## config.mk

```make
export PLATFORM = sky130hd
export DESIGN_NAME = decode_ctrl_pipe
export DESIGN_NICKNAME = d
export VERILOG_FILES = /design/src/rtl/decode_ctrl_pipe.sv
export SDC_FILE = /design/constraint.sdc
export NUM_CORES = 1
export LEC_CHECK = 0
export ABC_CLOCK_PERIOD_IN_PS = 2600
export BUFFER_PORTS_ARGS = -buffer_cell sky130_fd_sc_hd__buf_4
export CORE_MARGIN = 10
export CORE_UTILIZATION = 55
export DETAILED_ROUTE_END_ITERATION = 8
export HOLD_SLACK_MARGIN = 0.05
export PLACE_DENSITY = 0.89
export SLEW_MARGIN = 15
export SYNTH_ARGS = -nofsm -noshare
export SYNTH_HDL_FRONTEND = slang
export SYNTH_SLANG_ARGS = --single-unit
```

## constraint.sdc

```tcl
create_clock -name clk -period 2.6 [get_ports clk]
set_input_delay 0.26 -clock clk [delete_from_list [all_inputs] [get_ports clk]]
set_output_delay 0.26 -clock clk [all_outputs]
set_load 0.03 [all_outputs]
```

## src/rtl/decode_ctrl_pipe.sv

```systemverilog
// Main-decode pipeline stage between IF/ID and ID/EX: decodes a MIPS word into
// a packed control word plus memory/extension attributes, tags delay slots and
// holds results behind a valid/ready handshake with an optional skid entry.

package decode_ctrl_pipe_pkg;

   localparam int unsigned CTRL_W       = 9;
   localparam int unsigned CTRL_JUMP    = 8;
   localparam int unsigned CTRL_BRANCH  = 7;

   // ctrl = {jump,branch,alu_src,mem_read,mem_write,mem_to_reg,reg_write,reg_dst[1:0]}
   localparam logic [CTRL_W-1:0] CTRL_RTYPE = 9'h005;
   localparam logic [CTRL_W-1:0] CTRL_JR    = 9'h100;
   localparam logic [CTRL_W-1:0] CTRL_JALR  = 9'h105;
   localparam logic [CTRL_W-1:0] CTRL_IMM   = 9'h044;
   localparam logic [CTRL_W-1:0] CTRL_BR    = 9'h080;
   localparam logic [CTRL_W-1:0] CTRL_BRAL  = 9'h086;
   localparam logic [CTRL_W-1:0] CTRL_J     = 9'h100;
   localparam logic [CTRL_W-1:0] CTRL_JAL   = 9'h106;
   localparam logic [CTRL_W-1:0] CTRL_LOAD  = 9'h06C;
   localparam logic [CTRL_W-1:0] CTRL_STORE = 9'h050;

   localparam logic [1:0] SIZE_BYTE = 2'b00;
   localparam logic [1:0] SIZE_HALF = 2'b01;
   localparam logic [1:0] SIZE_WORD = 2'b10;

   typedef struct packed {
      logic [CTRL_W-1:0] ctrl;
      logic              sign_ext;
      logic [1:0]        mem_size;
      logic              mem_uns;
      logic              ri;
      logic              ds;
   } dec_attr_t;

endpackage

module decode_ctrl_pipe
   import decode_ctrl_pipe_pkg::*;
#(
   parameter int unsigned PC_W   = 32,
   parameter bit          SKID   = 1'b1,
   parameter bit          EN_MEM = 1'b1,
   parameter bit          EN_BJ  = 1'b1
) (
   input  logic            clk,
   input  logic            resetn,
   input  logic            flush,
   input  logic            in_valid,
   output logic            in_ready,
   input  logic [PC_W-1:0] in_pc,
   input  logic [31:0]     in_instr,
   output logic            out_valid,
   input  logic            out_ready,
   output logic [PC_W-1:0] out_pc,
   output logic [8:0]      out_ctrl,
   output logic            out_sign_ext,
   output logic [1:0]      out_mem_size,
   output logic            out_mem_uns,
   output logic            out_ri,
   output logic            out_ds
);

   logic [5:0] op;
   logic [5:0] funct;
   logic [4:0] rt;
   logic       unused_instr_bits;

   dec_attr_t  dec_c;
   logic       legal_c;
   logic       is_mem_c;
   logic       is_bj_c;

   logic            main_valid;
   logic [PC_W-1:0] main_pc;
   dec_attr_t       main_attr;
   logic            skid_valid;
   logic [PC_W-1:0] skid_pc;
   dec_attr_t       skid_attr;
   logic            ds_pending;

   logic accept_c;
   logic main_free_c;

   assign op    = in_instr[31:26];
   assign rt    = in_instr[20:16];
   assign funct = in_instr[5:0];
   assign unused_instr_bits = ^{in_instr[25:21], in_instr[15:6]};

   // Skid variant: ready depends only on a flop; single-entry variant passes out_ready through.
   assign in_ready    = SKID ? ~skid_valid : (~main_valid | out_ready);
   assign accept_c    = in_valid & in_ready;
   assign main_free_c = ~main_valid | out_ready;

   // Combinational main decode of the incoming word, with class gating.
   always_comb begin
      dec_c          = '0;
      dec_c.sign_ext = 1'b1;
      legal_c        = 1'b1;
      is_mem_c       = 1'b0;
      is_bj_c        = 1'b0;
      case (op)
         6'h00: begin
            case (funct)
               6'h00, 6'h02, 6'h03,
               6'h20, 6'h21, 6'h22, 6'h23,
               6'h24, 6'h25, 6'h26, 6'h27,
               6'h2A, 6'h2B: dec_c.ctrl = CTRL_RTYPE;
               6'h08: begin dec_c.ctrl = CTRL_JR;   is_bj_c = 1'b1; end
               6'h09: begin dec_c.ctrl = CTRL_JALR; is_bj_c = 1'b1; end
               default: legal_c = 1'b0;
            endcase
         end
         6'h01: begin
            is_bj_c = 1'b1;
            case (rt)
               5'h00, 5'h01: dec_c.ctrl = CTRL_BR;
               5'h10, 5'h11: dec_c.ctrl = CTRL_BRAL;
               default:      legal_c = 1'b0;
            endcase
         end
         6'h02: begin dec_c.ctrl = CTRL_J;   is_bj_c = 1'b1; end
         6'h03: begin dec_c.ctrl = CTRL_JAL; is_bj_c = 1'b1; end
         6'h04, 6'h05, 6'h06, 6'h07: begin dec_c.ctrl = CTRL_BR; is_bj_c = 1'b1; end
         6'h08, 6'h09, 6'h0A, 6'h0B: dec_c.ctrl = CTRL_IMM;
         6'h0C, 6'h0D, 6'h0E, 6'h0F: begin
            dec_c.ctrl     = CTRL_IMM;
            dec_c.sign_ext = 1'b0;
         end
         6'h20: begin dec_c.ctrl = CTRL_LOAD;  dec_c.mem_size = SIZE_BYTE; is_mem_c = 1'b1; end
         6'h21: begin dec_c.ctrl = CTRL_LOAD;  dec_c.mem_size = SIZE_HALF; is_mem_c = 1'b1; end
         6'h23: begin dec_c.ctrl = CTRL_LOAD;  dec_c.mem_size = SIZE_WORD; is_mem_c = 1'b1; end
         6'h24: begin
            dec_c.ctrl = CTRL_LOAD; dec_c.mem_size = SIZE_BYTE; dec_c.mem_uns = 1'b1; is_mem_c = 1'b1;
         end
         6'h25: begin
            dec_c.ctrl = CTRL_LOAD; dec_c.mem_size = SIZE_HALF; dec_c.mem_uns = 1'b1; is_mem_c = 1'b1;
         end
         6'h28: begin dec_c.ctrl = CTRL_STORE; dec_c.mem_size = SIZE_BYTE; is_mem_c = 1'b1; end
         6'h29: begin dec_c.ctrl = CTRL_STORE; dec_c.mem_size = SIZE_HALF; is_mem_c = 1'b1; end
         6'h2B: begin dec_c.ctrl = CTRL_STORE; dec_c.mem_size = SIZE_WORD; is_mem_c = 1'b1; end
         default: legal_c = 1'b0;
      endcase
      if (!legal_c || (is_mem_c && !EN_MEM) || (is_bj_c && !EN_BJ)) begin
         dec_c.ctrl     = '0;
         dec_c.mem_size = 2'b00;
         dec_c.mem_uns  = 1'b0;
         dec_c.ri       = 1'b1;
      end
      dec_c.ds = ds_pending;
   end

   // Delay-slot tracking: set by an accepted jump/branch, consumed by the next accept.
   always_ff @(posedge clk or negedge resetn) begin
      if (!resetn) begin
         ds_pending <= 1'b0;
      end else if (flush) begin
         ds_pending <= 1'b0;
      end else if (accept_c) begin
         ds_pending <= dec_c.ctrl[CTRL_JUMP] | dec_c.ctrl[CTRL_BRANCH];
      end
   end

   // Main/skid storage: main refills from skid first so order is preserved.
   always_ff @(posedge clk or negedge resetn) begin
      if (!resetn) begin
         main_valid <= 1'b0;
         main_pc    <= '0;
         main_attr  <= '0;
         skid_valid <= 1'b0;
         skid_pc    <= '0;
         skid_attr  <= '0;
      end else if (flush) begin
         main_valid <= 1'b0;
         skid_valid <= 1'b0;
      end else if (main_free_c) begin
         if (skid_valid) begin
            main_valid <= 1'b1;
            main_pc    <= skid_pc;
            main_attr  <= skid_attr;
            skid_valid <= 1'b0;
         end else begin
            main_valid <= accept_c;
            if (accept_c) begin
               main_pc   <= in_pc;
               main_attr <= dec_c;
            end
         end
      end else if (accept_c && SKID) begin
         skid_valid <= 1'b1;
         skid_pc    <= in_pc;
         skid_attr  <= dec_c;
      end
   end

   assign out_valid    = main_valid;
   assign out_pc       = main_pc;
   assign out_ctrl     = main_attr.ctrl;
   assign out_sign_ext = main_attr.sign_ext;
   assign out_mem_size = main_attr.mem_size;
   assign out_mem_uns  = main_attr.mem_uns;
   assign out_ri       = main_attr.ri;
   assign out_ds       = main_attr.ds;

endmodule

```

==> qor.log <==
qor: floorplanning.io-pin-count 118
qor: grt.globalRouteTotalUtil 0.179
qor: hold_path.hold_class in2reg
qor: place.number_of_cells_after_detailed_placement 631
qor: place.numPortBuffers 101
qor: synth.dominant_register_cell_in_the_synthesized_netlist sky130_fd_sc_hd__dfrtp_1
qor: floorplanning.die_span_x 108 um
qor: critical_path.worstSetupPathType reg2reg
qor: clock_tree.cts_sinks 95
qor: detailed_routing.drt_first_pass_iters 4
qor: final_layout.insertedDiodeCount 0
qor: detailed_routing.detail_route.iter0.violations 126
qor: clock_tree.clock_transition_at_the_register_clock_pins_on_the_worst_setup_and_hold_paths_after_cts 0.09 ns
qor: grt.grt_pass1_vias 3609
qor: timing.maxClockFrequency 522 MHz
qor: clock_tree.clk_latency_worst_skew_pair 0.35 ns
qor: critical_path.worst_path_max_delay_cell sky130_fd_sc_hd__or3_2
qor: synth.post_synth.cell_area_avg 9.33 um2
qor: timing.setup_viol 0
qor: timing.hold-worst-slack 0.0991 ns
qor: synth.post-synth-top-area-cell sky130_fd_sc_hd__dfrtp_1
qor: synth.xor_xnor_share_of_the_synthesized_area 0
qor: synth.synth_compound_gate_area_share 0.129
qor: synth.combinational_family_with_the_most_area_after_synthesis simple AND/OR/NAND/NOR gates
qor: floorplanning.die_area 0.0116 mm2
qor: grt.grt_pass1_wl 17.1 mm
qor: clock_tree.cts_setup_buffers 0
qor: timing.tightestPinTransition 0.717 ns
qor: timing.clock_skew 0.00866 ns
qor: grt.grt_antenna_before_repair 0
qor: floorplanning.fp-row-count 31
qor: power.static-leakage-power 2.56 nW
qor: final_layout.final_standard_cell_count_with_taps_included_and_fillers_excluded 648
qor: power.power_per_cell_area 704 mW/mm2
qor: clock_tree.ctsLongestPathBuffers 2
qor: critical_path.critical-path-max-stage-delay 0.71 ns
qor: clock_tree.ctsRootBufferMaster sky130_fd_sc_hd__clkbuf_8
qor: critical_path.cp_cell_sequence nor2b_1, or3_2, or3_1, o21ai_1, a31oi_1
qor: final_layout.design.final.nets 613
qor: synth.post-synth-top-count-cell sky130_fd_sc_hd__nand2_1
qor: hold_path.number_of_instances_on_the_worst_hold_path 2
qor: synth.synth-adder-area-share 0
qor: detailed_routing.route.detailed.drc 0
qor: detailed_routing.route.final.wire_length 10.2 mm
qor: final_layout.flow.area_growth_from_synthesis 23.9%
qor: grt.global_route.overflow_total 0
qor: synth.gate_count_post_synth 455
qor: synth.synth.area.mux_share 0.0778
qor: critical_path.path_max_fanout 32
qor: synth.synth-seq-cells 95
qor: floorplanning.initial_cell_density_of_the_core 0.576
qor: synth.yosysUniqueCellTypes 38
qor: clock_tree.cts_buffers 9
qor: timing.finalHoldViolations 0
qor: synth.post_synth_and_or_nand_nor_area_fraction 0.196
qor: timing.min_tclk_post_route 1.92 ns
qor: floorplanning.die_h 108 um
qor: synth.post_synth_main_area_contributors sky130_fd_sc_hd__dfrtp_1, sky130_fd_sc_hd__nand2_1, sky130_fd_sc_hd__mux2i_1
qor: detailed_routing.route.detailed.vias_per_inst 5.40
qor: timing.final.setup.tns 0 ns
qor: detailed_routing.antenna_violating_nets_post_route 0
qor: synth.synth-seq-area-share 0.560
qor: clock_tree.tritoncts_clock_tree built
qor: synth.synth_largest_type_area_fraction 0.560
qor: timing.maxSlewHeadroom 0.522
qor: synth.ys_async_sr_fraction 1.00
qor: detailed_routing.routed-via-count 3498
qor: timing.setup_repair_after_global_routing_missed_its_margin false
qor: floorplanning.core_region_area 0.00737 mm2
qor: critical_path.timing.critical_path.arrival 2.14 ns
qor: place.detailed_place_hpwl 7.25 mm
qor: synth.synth_enable_flop_cells 0
qor: timing.timing.final.crit_share 0.737
qor: final_layout.fraction_of_final_layout_cells_sized_beyond_drive_strength_1 0.233
qor: grt.grt_start_max_net_pins 57
qor: synth.netlist_top_cells_count sky130_fd_sc_hd__nand2_1, sky130_fd_sc_hd__dfrtp_1, sky130_fd_sc_hd__mux2i_1
qor: critical_path.cp.required 2.83 ns
qor: final_layout.layout.core_utilization 0.714
qor: power.power.ir.vdd_worst 0.000263 V
qor: critical_path.crit_path_start_kind flip-flop
qor: timing.final-max-slew-violation-count 0
qor: flow_run.drv.max_cap_violation_count 0
qor: clock_tree.htree_levels 3
qor: synth.synth.net_count 524
qor: place.place.gp.congestion 0.827
qor: critical_path.worst_r2r_path_depth 5
qor: critical_path.cp-end-kind flip-flop
qor: status.outcome finished, final reports clean
qor: detailed_routing.post_drt_wl_per_cell 15.8 um
qor: synth.yosysWarnings 0
qor: synth.syn-cell-area 0.00425 mm2
[cells by family (layout without fill, tap and decap cells)]
group,after synthesis,in the layout
compound gates,96,96
buf+inv,34,128
flops,95,95
mux,33,33
simple gates,197,197
[per-layer routing]
layer | track usage | part of all wire | vias to the layer above
met3 | 0.0509 | 0.068 | 15
li1 | - | - | 1694
met5 | 0 | 0 | -
met2 | 0.304 | 0.50 | 96
met1 | 0.211 | 0.42 | 1693
met4 | 0.0611 | 0.014 | 0
[path summary, 6_finish.rpt]
kind	from	to	slack [ns]
worst max-delay path	out_valid	out_ctrl[2]	0.68
worst min-delay path	flush	out_valid	0.1
worst max register to register	out_valid	out_ctrl[2]	0.68
worst min register to register	skid_pc[19]	skid_pc[19]	0.48
max in group asynchronous	resetn	out_mem_uns	1.30
min in group asynchronous	resetn	out_pc[18]	0.50
[power by group]
group          leakage (nW)  internal [mW]  switching [mW]  total [mW]
logic                  1.25          0.322           0.504       0.826
clock network         0.104          0.541           0.487        1.03
registers              1.21           1.71           0.134        1.85
[flip-flops by register name (all words and copies together), names as in the netlist]
| register | count |
|---|---|
| out_ri | 1 |
| out_ds | 1 |
| out_sign_ext | 1 |
| out_valid | 1 |
| skid_valid | 1 |
| out_mem_size | 2 |
| ds_pending | 1 |
| out_ctrl | 8 |
| out_mem_uns | 1 |
| out_pc | 32 |
| skid_attr | 14 |
| skid_pc | 32 |
[critical path, delay by kind of cell (launching register included)]
kind,cells,cell delay [ns]
DFF,1,0.40
AOI/OAI and AO/OA,2,0.13
and+or+nand+nor,3,1.25
[per-stage QoR]
stage	power, mW	instance area [um2]	setup WS (ns)
4_1_cts	3.72	5260	0.665
2_1_floorplan	2.34	4250	0.923
5_1_grt	3.90	5260	0.528
3_5_place_dp	2.71	5040	0.676
3_3_place_gp	2.66	5040	0.710
6_report	3.70	5260	0.685
[area by class of cell]
cell class | instances | area [um2]
well taps | 99 | 124
clock buffers | 12 | 135
multi-input cells | 326 | 1720
inverters | 2 | 7.51
flip-flops and latches | 95 | 2380
repair buffers | 110 | 828
clock inverters | 4 | 70.1
fillers | 551 | 2110
[cells in the final DEF, fill, tap and decap left out, types with 2 or more instances in the layout]
cell type and n:
sky130_fd_sc_hd__buf_4 109, sky130_fd_sc_hd__bufinv_16 2, sky130_fd_sc_hd__a211oi_1 4, sky130_fd_sc_hd__or3b_1 2, sky130_fd_sc_hd__a31oi_1 2, sky130_fd_sc_hd__nand2b_1 4, sky130_fd_sc_hd__nor2_1 12, sky130_fd_sc_hd__o21ai_1 30
sky130_fd_sc_hd__o21a_1 6, sky130_fd_sc_hd__a21oi_1 14, sky130_fd_sc_hd__a21o_1 3, sky130_fd_sc_hd__dfrtp_1 94, sky130_fd_sc_hd__nand3_1 4, sky130_fd_sc_hd__nor2b_1 4, sky130_fd_sc_hd__mux2i_1 33, sky130_fd_sc_hd__clkbuf_8 9
sky130_fd_sc_hd__o21ai_0 30, sky130_fd_sc_hd__nor3_1 5, sky130_fd_sc_hd__inv_1 2, sky130_fd_sc_hd__clkinv_2 2, sky130_fd_sc_hd__clkbuf_1 3, sky130_fd_sc_hd__nor3b_1 2, sky130_fd_sc_hd__nor4b_1 2, sky130_fd_sc_hd__nand2_1 152
sky130_fd_sc_hd__o211ai_1 2
[timing repair]
action                    CTS  global route
resized for setup           0             0
hold buffers                1             0
hold endpoints to repair   54             0
Power figures use the tool's default switching activity.
